**src/rtl/spi_slave_tx.sv**
```systemverilog
// spi_slave_tx: SPI slave transmit path with a small TX FIFO, sharing SPCK/CS_n with the receiver.
// Build option: define SPI_SLAVE_TX_LSB_FIRST_EN to shift LSB first (default MSB first).
module spi_slave_tx #(
    parameter int SPI_MODE = 3,
    parameter int FIFO_DEPTH = 4,
    parameter logic [7:0] IDLE_BYTE = 8'hFF
) (
    input  logic                              clk,
    input  logic                              rst_n,
    input  logic [7:0]                        i_TX_Byte,
    input  logic                              i_TX_En,
    output logic                              o_TX_Ready,
    output logic [$clog2(FIFO_DEPTH+1)-1:0]   o_FIFO_Count,
    output logic                              o_TX_Done,
    output logic                              o_Underrun,
    input  logic                              i_SPCK,
    input  logic                              i_CS_n,
    output logic                              o_MISO,
    output logic                              o_MISO_OE
);
    localparam int CW = $clog2(FIFO_DEPTH + 1);
    localparam int AW = $clog2(FIFO_DEPTH);
    localparam bit CPOL = SPI_MODE[1];
    localparam bit CPHA = SPI_MODE[0];

    typedef enum logic [1:0] {IDLE, LOAD, SHIFT} state_t;

    state_t state, state_nxt;
    logic [2:0] spck_sync;
    logic [1:0] cs_sync;
    logic [7:0] mem [FIFO_DEPTH];
    logic [AW-1:0] wptr, rptr;
    logic [CW-1:0] count, count_nxt;
    logic [7:0] shreg, shifted;
    logic [2:0] bitcnt;
    logic ready, done, underrun, first, bit_out;
    logic cs_n, rise, fall, lead, trail, chg, smp;
    logic load, shift, push, pop, empty, full;

    // spck_sync[1] is the synchronised level, spck_sync[2] its previous value
    assign cs_n  = cs_sync[1];
    assign rise  = spck_sync[1] & ~spck_sync[2];
    assign fall  = ~spck_sync[1] & spck_sync[2];
    assign lead  = CPOL ? fall : rise;
    assign trail = CPOL ? rise : fall;
    assign chg   = CPHA ? lead : trail;
    assign smp   = CPHA ? trail : lead;

`ifdef SPI_SLAVE_TX_LSB_FIRST_EN
    assign bit_out = shreg[0];
    assign shifted = {1'b0, shreg[7:1]};
`else
    assign bit_out = shreg[7];
    assign shifted = {shreg[6:0], 1'b0};
`endif

    assign empty = count == '0;
    assign full  = count == CW'(FIFO_DEPTH);
    assign push  = i_TX_En & ~full;
    assign pop   = load & ~empty;
    assign count_nxt = count + CW'(push) - CW'(pop);

    always_comb begin
        state_nxt = cs_n ? IDLE : (state == IDLE) ? LOAD : SHIFT;
        // with CPHA=1 the first change edge only re-presents the loaded bit
        load  = ~cs_n & ((state == LOAD) | ((state == SHIFT) & chg & ~first & (bitcnt == 3'd7)));
        shift = ~cs_n & (state == SHIFT) & chg & ~first & (bitcnt != 3'd7);
    end

    always_ff @(posedge clk or negedge rst_n) begin
        if (!rst_n) begin
            state     <= IDLE;
            spck_sync <= {3{CPOL}};
            cs_sync   <= 2'b11;
            wptr      <= '0;
            rptr      <= '0;
            count     <= '0;
            ready     <= 1'b1;
            shreg     <= '0;
            bitcnt    <= '0;
            first     <= 1'b0;
            done      <= 1'b0;
            underrun  <= 1'b0;
        end else begin
            state     <= state_nxt;
            spck_sync <= {spck_sync[1:0], i_SPCK};
            cs_sync   <= {cs_sync[0], i_CS_n};
            wptr      <= wptr + AW'(push);
            rptr      <= rptr + AW'(pop);
            count     <= count_nxt;
            ready     <= count_nxt != CW'(FIFO_DEPTH);
            shreg     <= load ? (empty ? IDLE_BYTE : mem[rptr]) : shift ? shifted : shreg;
            bitcnt    <= load ? 3'd0 : shift ? bitcnt + 3'd1 : bitcnt;
            first     <= (state == LOAD) ? CPHA : first & ~((state == SHIFT) & chg);
            done      <= ~cs_n & (state == SHIFT) & smp & (bitcnt == 3'd7);
            underrun  <= load & empty;
        end
    end

    always_ff @(posedge clk) begin
        if (push) mem[wptr] <= i_TX_Byte;
    end

    assign o_TX_Ready   = ready;
    assign o_FIFO_Count = count;
    assign o_TX_Done    = done;
    assign o_Underrun   = underrun;
    assign o_MISO       = (state == SHIFT) & bit_out;
    assign o_MISO_OE    = state != IDLE;
endmodule

```
**config.mk**
```make
export PLATFORM = sky130hd
export DESIGN_NAME = spi_slave_tx
export DESIGN_NICKNAME = d
export VERILOG_FILES = /design/src/rtl/spi_slave_tx.sv
export SDC_FILE = /design/constraint.sdc
export NUM_CORES = 1
export LEC_CHECK = 0
export CORE_MARGIN = 4
export CORE_UTILIZATION = 53
export DETAILED_ROUTE_END_ITERATION = 12
export DONT_BUFFER_PORTS = 1
export GPL_TIMING_DRIVEN = 0
export PLACE_DENSITY = 0.73
export SETUP_SLACK_MARGIN = 0.1
export SLEW_MARGIN = 25
export SYNTH_ARGS = -nofsm -noshare
export SYNTH_HDL_FRONTEND = slang
export SYNTH_SLANG_ARGS = --single-unit
```
**constraint.sdc**
```tcl
create_clock -name clk -period 5.1 [get_ports clk]
set_input_delay 1.02 -clock clk [delete_from_list [all_inputs] [get_ports clk]]
set_output_delay 1.02 -clock clk [all_outputs]
set_load 0.02 [all_outputs]
```
# Yosys cells after proc, flatten, opt, wreduce, memory -nomap -nowiden
# Memory sizes are Yosys's and may differ from the RTL's.
# Cells that the tools add are included.
# W data, S select, Z words.
[op_classes]
n_eq_ne = 6
muxes = 10
addsub = 5
bitwise = 25
reduce_logical = 4
[ops]
columns = ["operator", "n"]
rows = [
  ["$mux W8", 3],
  ["$and A1 B1 Y1", 17],
  ["$not A1 Y1", 7],
  ["$eq A3 B3 Y1 const B", 2],
  ["$mux W3", 2],
  ["$ne A3 B3 Y1 const B", 2],
  ["$add A2 B1 Y2", 2],
  ["$mux W2", 2],
  ["$reduce_bool A2 Y1", 2],
  ["$add A3 B1 Y3", 1],
  ["$add A3 B1 Y3 const B", 1],
  ["$logic_not A3 Y1", 1],
  ["$mux W1", 3],
  ["$sub A3 B1 Y3", 1],
  ["$eq A2 B1 Y1 const B", 1],
  ["$eq A2 B2 Y1 const B", 1],
  ["$logic_not A2 Y1", 1],
  ["$or A1 B1 Y1", 1],
]
[totals]
mem_count = 1
register_bits = 29
ramBits = 32
out_inout_bits = 8
wordCells = 63
[mem_list]
columns = ["name", "words", "word_bits", "read_ports", "rd_ports_with_merged_regs", "wr", "line_no", "text"]
rows = [
  ["mem", 4, 8, 1, 0, 1, "31", "logic [7:0] mem [FIFO_DEPTH];"],
]

# Depth between registers and ports, before layout
# Gate-level depths: netlist of the first run.
[logic_depth]
word_depth = 10
depth_mapped = 10
mapped_depth_nobuf = 10

# Worst setup path before layout of the first run
# No wires, ideal clock.
[synth_timing]
kind = "input -> register"
start = "input i_TX_En"
end = "register ready (netlist: o_TX_Ready)"
setup_ns = 0.083
t_arrival_ns = 2.198
n_path_buf = 0
stages = 7
required_ns = 5.017
slack_ns = 2.820
path_cell_list = "nand2_1 xnor2_1 ha_1 fa_1 xnor2_1 xnor2_1 nand2_1"
[synth_via]
elab_chain_cells = 4
[synth_rtl]
columns = ["item", "line_no", "text"]
rows = [
  ["from (decl)", "11", "input logic i_TX_En,"],
  ["$and A1 B1 Y1", "59", "assign push = i_TX_En & ~full;"],
  ["$add A3 B1 Y3", "61", "assign count_nxt = count + CW'(push) - CW'(pop);"],
  ["$sub A3 B1 Y3", "61", ""],
  ["net count_nxt[2]", "33", "logic [CW-1:0] count, count_nxt;"],
  ["$ne A3 B3 Y1", "91", "ready <= count_nxt != CW'(FIFO_DEPTH);"],
  ["to (signal assigned)", "91", ""],
  ["to (decl)", "36", "logic ready, done, underrun, first, bit_out;"],
]
# The timed path passes the listed nets, and every way through them passes these cells.
# A chain may end at the register's enable or synchronous reset.

# Worst setup path after layout of the first run
[layout_timing]
start = "register bitcnt[0]"
end = "register ready (netlist: o_TX_Ready)"
[layout_via]
elab_chain_cells = 7
[layout_rtl]
columns = ["item", "line_no", "text"]
rows = [
  ["from (decl)", "35", "logic [2:0] bitcnt;"],
  ["from (signal assigned)", "93", "bitcnt <= load ? 3'd0 : shift ? bitcnt + 3'd1 : bitcnt;"],
  ["$eq A3 B3 Y1", "66", "load = ~cs_n & ((state == LOAD) | ((state == SHIFT) & chg & ~first & (bitcnt == 3'd7)));"],
  ["$and A1 B1 Y1", "66", ""],
  ["$or A1 B1 Y1", "66", ""],
  ["$and A1 B1 Y1", "66", ""],
  ["$and A1 B1 Y1", "60", "assign pop = load & ~empty;"],
  ["$sub A3 B1 Y3", "61", ""],
  ["net count_nxt[2]", "33", ""],
  ["$ne A3 B3 Y1", "91", ""],
]
# The timed path passes the listed nets, and every way through them passes these cells.

==> results of run 1 <==
## critical path: stages (launching register included)
cell and delay (ns):
dfrtp_1 0.40, ha_1 0.21, ha_1 0.25, o21ai_4 0.35, nor2_4 0.08, xnor2_1 0.14
ha_1 0.20, fa_1 0.38, xnor2_1 0.18, xnor2_1 0.16, nand2_1 0.09
## metal layers
layer / vias up / global-route usage [%]
li1: 577 / -
met3: 6 / 9.10
met4: 0 / 6.02
met5: - / 0
met1: 652 / 18.9
met2: 43 / 27.2
## cell type report
cell class / count / share of cell area [%]
sequential: 61 / 61.8
tap: 52 / 2.37
clock buffer: 9 / 4.52
clock inverter: 6 / 3.74
inverter: 4 / 0.547
buffer: 5 / 1.69
multi-input combinational: 81 / 25.4
## cell usage in the layout (no fill, tap or decap), types with 2 or more instances in the layout
master	n
dfrtp_1	23
inv_1	4
o21ai_0	3
mux4_2	8
bufinv_16	3
clkinv_1	2
xor2_1	2
o22ai_1	7
dfstp_2	6
o21ai_1	8
edfxtp_1	32
nor3b_2	2
nand2_1	16
and3_1	2
nor3_1	3
clkbuf_8	9
nor3_2	2
nor2_1	7
xnor2_1	4
buf_6	3
ha_1	4
## state kept, by name (all words and copies together) (netlist names)
register	count
shreg	8
o_TX_Ready	1
o_Underrun	1
o_FIFO_Count	3
mem	32
state	2
o_TX_Done	1
spck_sync	3
first	1
cs_sync	2
rptr	2
bitcnt	3
wptr	2
## worst min-delay path by stage
| stage | startpoint | to | cells past startpoint |
|---|---|---|---|
| finish | spck_sync[0] | spck_sync[1] | 0 |
| global route | rst_n | o_TX_Done | 0 |
| CTS | rst_n | o_Underrun | 0 |
| detailed placement | spck_sync[0] | spck_sync[1] | 0 |
| global placement | spck_sync[0] | spck_sync[1] | 0 |
| floorplan | cs_sync[0] | cs_sync[1] | 0 |
## synth_stat cells, types with 4 or more instances
master / count
edfxtp_1: 32
dfrtp_1: 23
nand2_1: 16
mux4_2: 8
o21ai_1: 8
nor2_1: 7
o22ai_1: 7
dfstp_2: 6
ha_1: 4
inv_1: 4
nor3_1: 4
xnor2_1: 4
## power breakdown
part | internal (mW) | total [mW] | switching [mW]
registers | 0.656 | 0.749 | 0.0928
logic | 0.179 | 0.374 | 0.195
clock network | 0.318 | 0.491 | 0.174
## cell families (layout without fill, tap and decap cells)
family,Yosys count,count (layout),synth area share (%)
AO/OA/AOI/OAI,21,21,5.91
XOR/XNOR,6,6,2.16
adder cells (fa/ha/maj),5,5,2.88
buffers and inverters,9,24,2.52
flip-flops,61,61,69.5
multiplexers,8,8,7.40
AND/OR/NAND/NOR,41,41,9.61
==> metrics.md, run 1 <==
| Metric | Value |
|---|---|
| M1 WL | 1.62 mm |
| Yosys reg bits | 61 |
| FF-to-FF path depth | 10 |
| Worst slew margin | about half |
| Clock Tree Buf Depth | 2 |
| Die area | 0.00574 mm2 |
| CP Launch Type | register |
| Setup Buffers After CTS | 0 |
| CP arrival | 2.77 ns |
| IR drop worst, VDD | 0.343 mV |
| Final Net Count | 180 |
| Post-DP HPWL | around 2.7 mm |
| Final setup fails | 0 |
| Root buffer cell | clkbuf_8 |
| Final design utilization | 62.1% |
| Post-synthesis cell type count | 33 |
| Fillcell total | 331 |
| Core area | about 0.0044 mm2 |
| Pleak | roughly 1.1 nW |
| Dpl ws | 2.60 ns |
| Die Ht | 75.8 um |
| Ant diodes | 0 |
| WL final | 4.00 mm |
| Initial antenna violation count | 0 |
| Num CTS Buffers | 9 |
| P&R area growth vs syn | 12.6% |
| Crit Reg-Reg Endpoint | o_TX_Ready |
| Row Count | 24 |
| Maxcap violations | 0 |
| Syn avg cell area | 16.1 um2 |
| TritonCTS clock tree | built |
| Yosys top cell area share | 39.4% |
| Critical Path Fanout Max | 9 |
| WL per Instance | 18.4 um |
| Synth warn | 0 |
| DRC marker count from the first detailed-route iteration | 63 |
| Status | completed |
| Post-DRT Antenna Nets | 0 |
| Worst hold slack | between 0.3 and 0.4 ns |
| Top_reg_cell synth | edfxtp_1 |
| Total Power | roughly 1.6 mW |
| Pre-antenna DRT Iters | 4 |
| P per Cell Area | 589 mW/mm2 |
| RSZ-0062 raised after global routing | false |
| I/O Buffers | 0 |
| CTS Hold Bufs | 0 |
| Area of the multi-input gates | 696 um2 |
| Final Skew | 0.00700 ns |
| DR vias | 1278 |
| Register area share after synthesis | 69.5% |
| Max Fclk | 0.397 GHz |
| Via-per-instance ratio | around 5.9 |
| Metal2 WL | 2.11 mm |
| Top sig layer | met4 |
| Vias in the first global route | 1384 |
| DP Cell Count | 203 |
| First-pass GRT wire length | 6.69 mm |
| CP Capture Point | o_TX_Ready |
| Final worst slack | 2.58 ns |
| Worst skew pair latency | 0.33 ns |
| DR WL met3 | 235 um |
| Initial core utilization | 55.2% |
| Fraction of layout cells with a size suffix above 1 | 25.9% |
| Pin count of the biggest net entering global routing | 30 |
| Setup TNS | 0 ns |
| Top-Level Pins | 21 |
| Worst hold path class | register to register |
| Tightest Pin Transition | approximately 0.73 ns |
| H-tree depth | 3 |
| Final Critical Period | 2.52 ns |
| CP endpoint kind | register |
| DIE WIDTH | 75.8 um |
| R2r setup slk | approximately 2.6 ns |
| Mapped Area | 0.00244 mm2 |
| Max Slew Vio Count | 0 |
| R2R Path Start | bitcnt[0] |
| Mapped Nets | between 150 and 200 |
| Post-synth EDFFs | 32 |
| Placed cell areas | ~0.0025 mm2 |
| Largest area contributor in the netlist | edfxtp_1 |
| Routability Congestion | approximately 0.75 |
| Gr usage total | between 15 and 20% |
| FFs w/ async S/R, synth | 47.5% |
| Critical path origin | bitcnt[0] |
| CTS Sinks | slightly above 60 |
| Tcrit/Tclk final | 49.4% |
| Crit path kind | register to register |
| Crit path required time | 5.35 ns |
| Drt drc | 0 |
| Post-cts resize count | 0 |
| Non-Filler Instances | 218 |
| FF/Latch Area | about 0.0017 mm2 |
| Worst-path clk slew | 0.06 ns |
| Post-route design area | 0.00274 mm2 |
| Post-Synthesis Cells | 151 |
| Area contributors post-synth | edfxtp_1 39%, dfrtp_1 24%, mux4_2 7.4% |
| GR Overflow Total | 0 |
| Final Hold Viols | 0 |
Note: power is estimated with default switching activity, not from simulation.
==> inputs of run 2 (changes only) <==
clock period = 2.4 ns   (was 5.1 ns; I/O delays follow)
==> run 2 against run 1 <==
Net effect:
- cell count increased by 2.3%
- critical path depth decreased by 1
- clock-buffer cell count unchanged
- sequential share of layout area decreased by 1.9 points
- critical path type unchanged
- via count increased by 1.0%
- setup slack got worse by 2.4 ns
==> metrics.md, run 2 (synthesis results as in run 1) <==
| Metric | Value |
|---|---|
| Status | completed |
| Initial core utilization | 55.2% |
| Sw Pwr | 1.02 mW |
| Tightest Pin Transition | 0.725 ns |
| Cell Int Power | roughly 2.5 mW |
| Die area | around 0.0057 mm2 |
| Sequential share of power | 45.5% |
| WL per Instance | 18.7 um |
| Worst hold path class | primary input to register |
| Dpl ws | -0.0978 ns |
| Switch share | 29.0% |
| Final setup fails | 0 |
| CTS Sinks | 61 |
| P per Cell Area | 1250 mW/mm2 |
| DRC marker count from the first detailed-route iteration | 105 |
| Total Power | 3.54 mW |
| Pleak | approximately 1.1 nW |
| Final Net Count | 185 |
| DIE WIDTH | 75.8 um |
| IR drop worst, VDD | 0.745 mV |
| Top-Level Pins | 21 |
| Critical Path Fanout Max | 5 |
| TritonCTS clock tree | built |
| Worst skew pair latency | roughly 0.33 ns |
| First-pass GRT wire length | 6.91 mm |
| P&R area growth vs syn | 16.3% |
| Crit path required time | approximately 2.7 ns |
| Final Skew | 0.00479 ns |
| CP endpoint kind | register |
| Proportion of power drawn by the clock network | 29.5% |
| Fraction of layout cells with a size suffix above 1 | between 30% and 40% |
| Comb pwr share | 25.0% |
| Routability Congestion | about 0.75 |
| I/O Buffers | 0 |
| Fillcell total | 320 |
| GR Overflow Total | 0 |
| Pin count of the biggest net entering global routing | 30 |
| Placed cell areas | 0.00252 mm2 |
| Most frequent cells in the layout | 32 x edfxtp_1, 20 x dfrtp_1, 16 x nand2_1, 9 x clkbuf_8 |
| Worst slew margin | 51.4% |
| CP arrival | between 2 and 2.5 ns |
| Pre-antenna DRT Iters | 4 |
| Clock Tree Buf Depth | 2 |
| Worst-path clk slew | 0.06 ns |
| Final Critical Period | ~2.2 ns |
| Initial antenna violation count | 0 |
| Top flop regs | mem x32, shreg x8 |
| Via-per-instance ratio | 5.79 |
| Post-DRT Antenna Nets | 0 |
| Row Count | 24 |
| RSZ-0062 raised after global routing | true |
| Post-DP HPWL | 2.74 mm |
| Commonest non-fill, non-tap cell in the layout | edfxtp_1 |
| Final Hold Viols | 0 |
| Ant diodes | 0 |
| Post-route design area | about 0.0028 mm2 |
| Core area | ~0.0044 mm2 |
| H-tree depth | 3 |
| Max FFs per register | 32 |
| Maxcap violations | 0 |
| Die Ht | ~76 um |
| Final worst slack | 0.179 ns |
| WL final | 4.16 mm |
| Crit path kind | register to register |
| Max Fclk | 0.450 GHz |
| Reg with most FFs | mem |
| Gr usage total | roughly 17% |
| Vias in the first global route | 1402 |
| CP Launch Type | register |
| Tcrit/Tclk final | 92.5% |
| Num CTS Buffers | 9 |
| Max Slew Vio Count | 0 |
| Drt drc | 0 |
| Root buffer cell | clkbuf_8 |
| DR vias | around 1300 |
| DP Cell Count | approximately 200 |
| Non-Filler Instances | 223 |
## run 2: cell types whose count changed in the layout (fill, tap and decap cells not counted), sizes merged
cell,delta
dlygate4sd3,+1
buf,+4
## run 2: area by class of cell
| type | instances | area [um2] | area share [%] |
|---|---|---|---|
| clock buffer | 9 | 124 | 4.37 |
| tap | 52 | 65.1 | 2.30 |
| multi-input combinational | 81 | 731 | 25.8 |
| timing repair buffer | 5 | 52.6 | 1.85 |
| inverter | 4 | 15.0 | 0.530 |
| sequential | 61 | 1700 | 59.9 |
| clock inverter | 6 | 103 | 3.62 |
| buffer | 5 | 46.3 | 1.63 |
## run 2: worst paths after layout
check / startpoint / endpoint / slack, ns / cells past startpoint
max: o_FIFO_Count[1] / o_TX_Ready / 0.18 / 9
min: i_SPCK / spck_sync[0] / 0.15 / 0
max reg2reg: o_FIFO_Count[1] / o_TX_Ready / 0.18 / 9
min reg2reg: spck_sync[0] / spck_sync[1] / 0.36 / 0
max in group asynchronous: rst_n / o_TX_Ready / 1.57 / 2
min in group asynchronous: rst_n / o_FIFO_Count[2] / 0.60 / 2
## run 2: layer usage
layer	vias up	routed length, um	global-route usage [%]
li1	586	-	-
met1	665	1620	19.5
met2	36	2260	28.5
met3	4	256	8.97
met4	0	26	5.63
met5	-	0	0
## run 2: through the flow
stage               TNS [ns]  hold slack, ns  util (%)
floorplan                  0           0.184         -
global placement           0           0.185      56.7
detailed placement    -0.118           0.185      57.0
CTS                        0           0.129      63.3
global route               0           0.116      64.2
finish                     0           0.146      64.2
## run 2: timing repair
action	4_1_cts	5_1_grt
endpoints found under the setup margin	2	2
hold endpoints to repair	29	0
setup buffers	2	1
hold buffers	2	0
resized for setup	4	6
pin swaps	5	4
## run 2: power groups by stage
stage,sequential (mW),combinational [mW],clock (mW)
after floorplan,1.55,0.639,0
after global placement,1.58,0.743,0
after detailed placement,1.61,0.806,0
after CTS,1.60,0.838,1.06
after global routing,1.63,0.994,1.11
final,1.61,0.883,1.04
## run 2: critical path: stages (launching register included)
cell     delay (ns)
dfrtp_2        0.48
or3_4          0.44
o21ai_4        0.10
nor2_4         0.06
xnor2_1        0.13
ha_2           0.19
fa_2           0.35
xnor2_2        0.18
xnor2_2        0.14
nand2_1        0.08
==> inputs of run 3 (changes only) <==
CORE_ASPECT_RATIO = 1.2   (was unset)
==> run 3 against run 2 <==
Net effect:
- highest routed layer unchanged
- via count decreased by 3.7%
- combinational power decreased by 7.5%
- clock power decreased by 19%
- sequential power about the same
- non-clock buffer count unchanged
- global-route usage decreased by 1.5 points
- power decreased by 8.1%
==> metrics.md, run 3 (synthesis results as in run 1) <==
| Metric | Value |
|---|---|
| Max Fclk | 0.455 GHz |
| Met2 usage | 24.8% |
| Proportion of power drawn by the clock network | 25.8% |
| GR peak layer | met2 |
| Non-Filler Instances | between 200 and 250 |
| Worst hold path class | primary input to register |
| DP Cell Count | ~210 |
| IR drop worst, VDD | 0.667 mV |
| H-tree depth | 3 |
| Cell Int Power | 2.28 mW |
| Via-per-instance ratio | 5.45 |
| Clock Tree Buf Depth | 2 |
| RSZ-0062 raised after global routing | false |
| First-pass GRT wire length | ~6.7 mm |
| Dpl ws | -0.118 ns |
| Max Slew Vio Count | 0 |
| DR vias | 1243 |
| CP Launch Type | register |
| DRC marker count from the first detailed-route iteration | 65 |
| Reg with most FFs | mem |
| Final Critical Period | 2.20 ns |
| CP arrival | approximately 2.5 ns |
| WL per Instance | approximately 17 um |
| TritonCTS clock tree | built |
| CTS Sinks | 61 |
| Max FFs per register | 32 |
| Worst slew margin | 48.3% |
| Final worst slack | 0.201 ns |
| Fraction of layout cells with a size suffix above 1 | 30.8% |
| Top flop regs | mem x32, shreg x8 |
| Ant diodes | 0 |
| Commonest non-fill, non-tap cell in the layout | edfxtp_1 |
| CP max-delay cell | dfrtp_2 |
| Final Hold Viols | 0 |
| Most frequent cells in the layout | 32 x edfxtp_1, 20 x dfrtp_1, 16 x nand2_1, 9 x clkbuf_8 |
| Final Net Count | 185 |
| Post-DP HPWL | 2.58 mm |
| WL final | about 3.8 mm |
| Crit path kind | register to register |
| CP cell instances | or3_4, o21ai_4, nor2_4, xnor2_1, ha_2, fa_2, xnor2_1, xnor2_1, nand2_1 |
| Initial core utilization | 55.9% |
| Final Skew | 0.00680 ns |
| Hold Crit Depth | 0 |
| Routability Congestion | ~0.78 |
| Gr usage total | 15.8% |
| FF-to-FF path depth | 9 |
| Tcrit/Tclk final | 91.6% |
| Maxcap violations | 0 |
| Core area | 0.00436 mm2 |
| P per Cell Area | 1170 mW/mm2 |
| Sw Pwr | 0.971 mW |
| Row Count | 26 |
| Sequential share of power | 49.0% |
| Final setup fails | 0 |
| Initial antenna violation count | 0 |
| Met3 Resource Use GR | 5.93% |
| GR Overflow Total | 0 |
| P&R area growth vs syn | 13.6% |
| Switch share | between 20% and 30% |
| Post-DRT Antenna Nets | 0 |
| Met1 Use GR | between 10% and 20% |
| Die Ht | 82.3 um |
| Num CTS Buffers | 9 |
| Worst-path clk slew | 0.07 ns |
| Root buffer cell | clkbuf_8 |
| Crit path required time | 2.66 ns |
| Vias in the first global route | 1451 |
| DIE WIDTH | 69.9 um |
| Critical Path Fanout Max | 5 |
| Pin count of the biggest net entering global routing | 30 |
| Cell repeated most along the worst path | xnor2_1 |
| R2r setup slk | 0.20 ns |
| Comb pwr share | 25.1% |
| Pleak | 1.08 nW |
| Pre-antenna DRT Iters | 4 |
| Worst skew pair latency | 0.34 ns |
| Status | completed |
| Die area | around 0.0057 mm2 |
| Top-Level Pins | 21 |
| Drt drc | 0 |
| Crit path largest cell delay | 0.48 ns |
| CP endpoint kind | register |
| Tightest Pin Transition | 0.772 ns |
| I/O Buffers | 0 |
[run 3: what timing repair did]
action,CTS,global route
hold endpoints to repair,29,0
hold buffers,2,0
resized for setup,4,2
setup endpoints to repair,2,1
pin swaps,4,2
buffers inserted,3,0
[run 3: power groups by stage]
| stage | Sequential [mW] | Clock, mW | Combinational (mW) |
|---|---|---|---|
| 3_5_place_dp | 1.61 | 0 | 0.786 |
| 5_1_grt | 1.62 | 0.926 | 0.915 |
| 2_1_floorplan | 1.55 | 0 | 0.639 |
| 4_1_cts | 1.59 | 0.864 | 0.830 |
| 3_3_place_gp | 1.58 | 0 | 0.736 |
| 6_report | 1.59 | 0.840 | 0.817 |
[run 3: layout make-up]
type                       instances  area, um2
multi-input combinational         81        703
clock inverter                     5       51.3
buffer                             5       46.3
clock buffer                      11        131
inverter                           4       15.0
tap                               56       70.1
timing repair buffer               5       52.6
fill                             319       1590
sequential                        61       1700
[run 3: worst max-delay path, delay by kind of cell, from the launching register on]
| family | cells | cell delay [ns] |
|---|---|---|
| and+or+nand+nor | 3 | 0.57 |
| DFF | 1 | 0.48 |
| xor gates and xnor gates | 3 | 0.47 |
| AOI/OAI and AO/OA | 1 | 0.09 |
| adders and majority gates | 2 | 0.52 |
[run 3: final timing paths]
path	startpoint	endpoint
hold / removal	i_SPCK	spck_sync[0]
setup / recovery	o_FIFO_Count[1]	o_TX_Ready
min in group asynchronous	rst_n	state[1]
hold reg to reg	cs_sync[0]	cs_sync[1]
setup reg to reg	o_FIFO_Count[1]	o_TX_Ready
max in group asynchronous	rst_n	cs_sync[0]
[run 3: stage by stage]
stage | utilization, % | hold slack, ns | area, um2 | setup TNS [ns] | total power [mW]
after global placement | 57.5 | 0.185 | 2510 | -0.00756 | 2.32
final | 63.5 | 0.139 | 2770 | 0 | 3.25
after detailed placement | 57.8 | 0.185 | 2520 | -0.163 | 2.39
after floorplan | - | 0.184 | 2440 | 0 | 2.19
after CTS | 63.4 | 0.119 | 2760 | 0 | 3.29
after global routing | 63.5 | 0.110 | 2770 | 0 | 3.46
[run 3: per-layer routing]
layer / part of all wire [%] / up-vias
met5: 0 / -
met4: 2.8 / 0
met3: 5.1 / 11
met2: 51 / 33
met1: 41 / 610
li1: - / 589
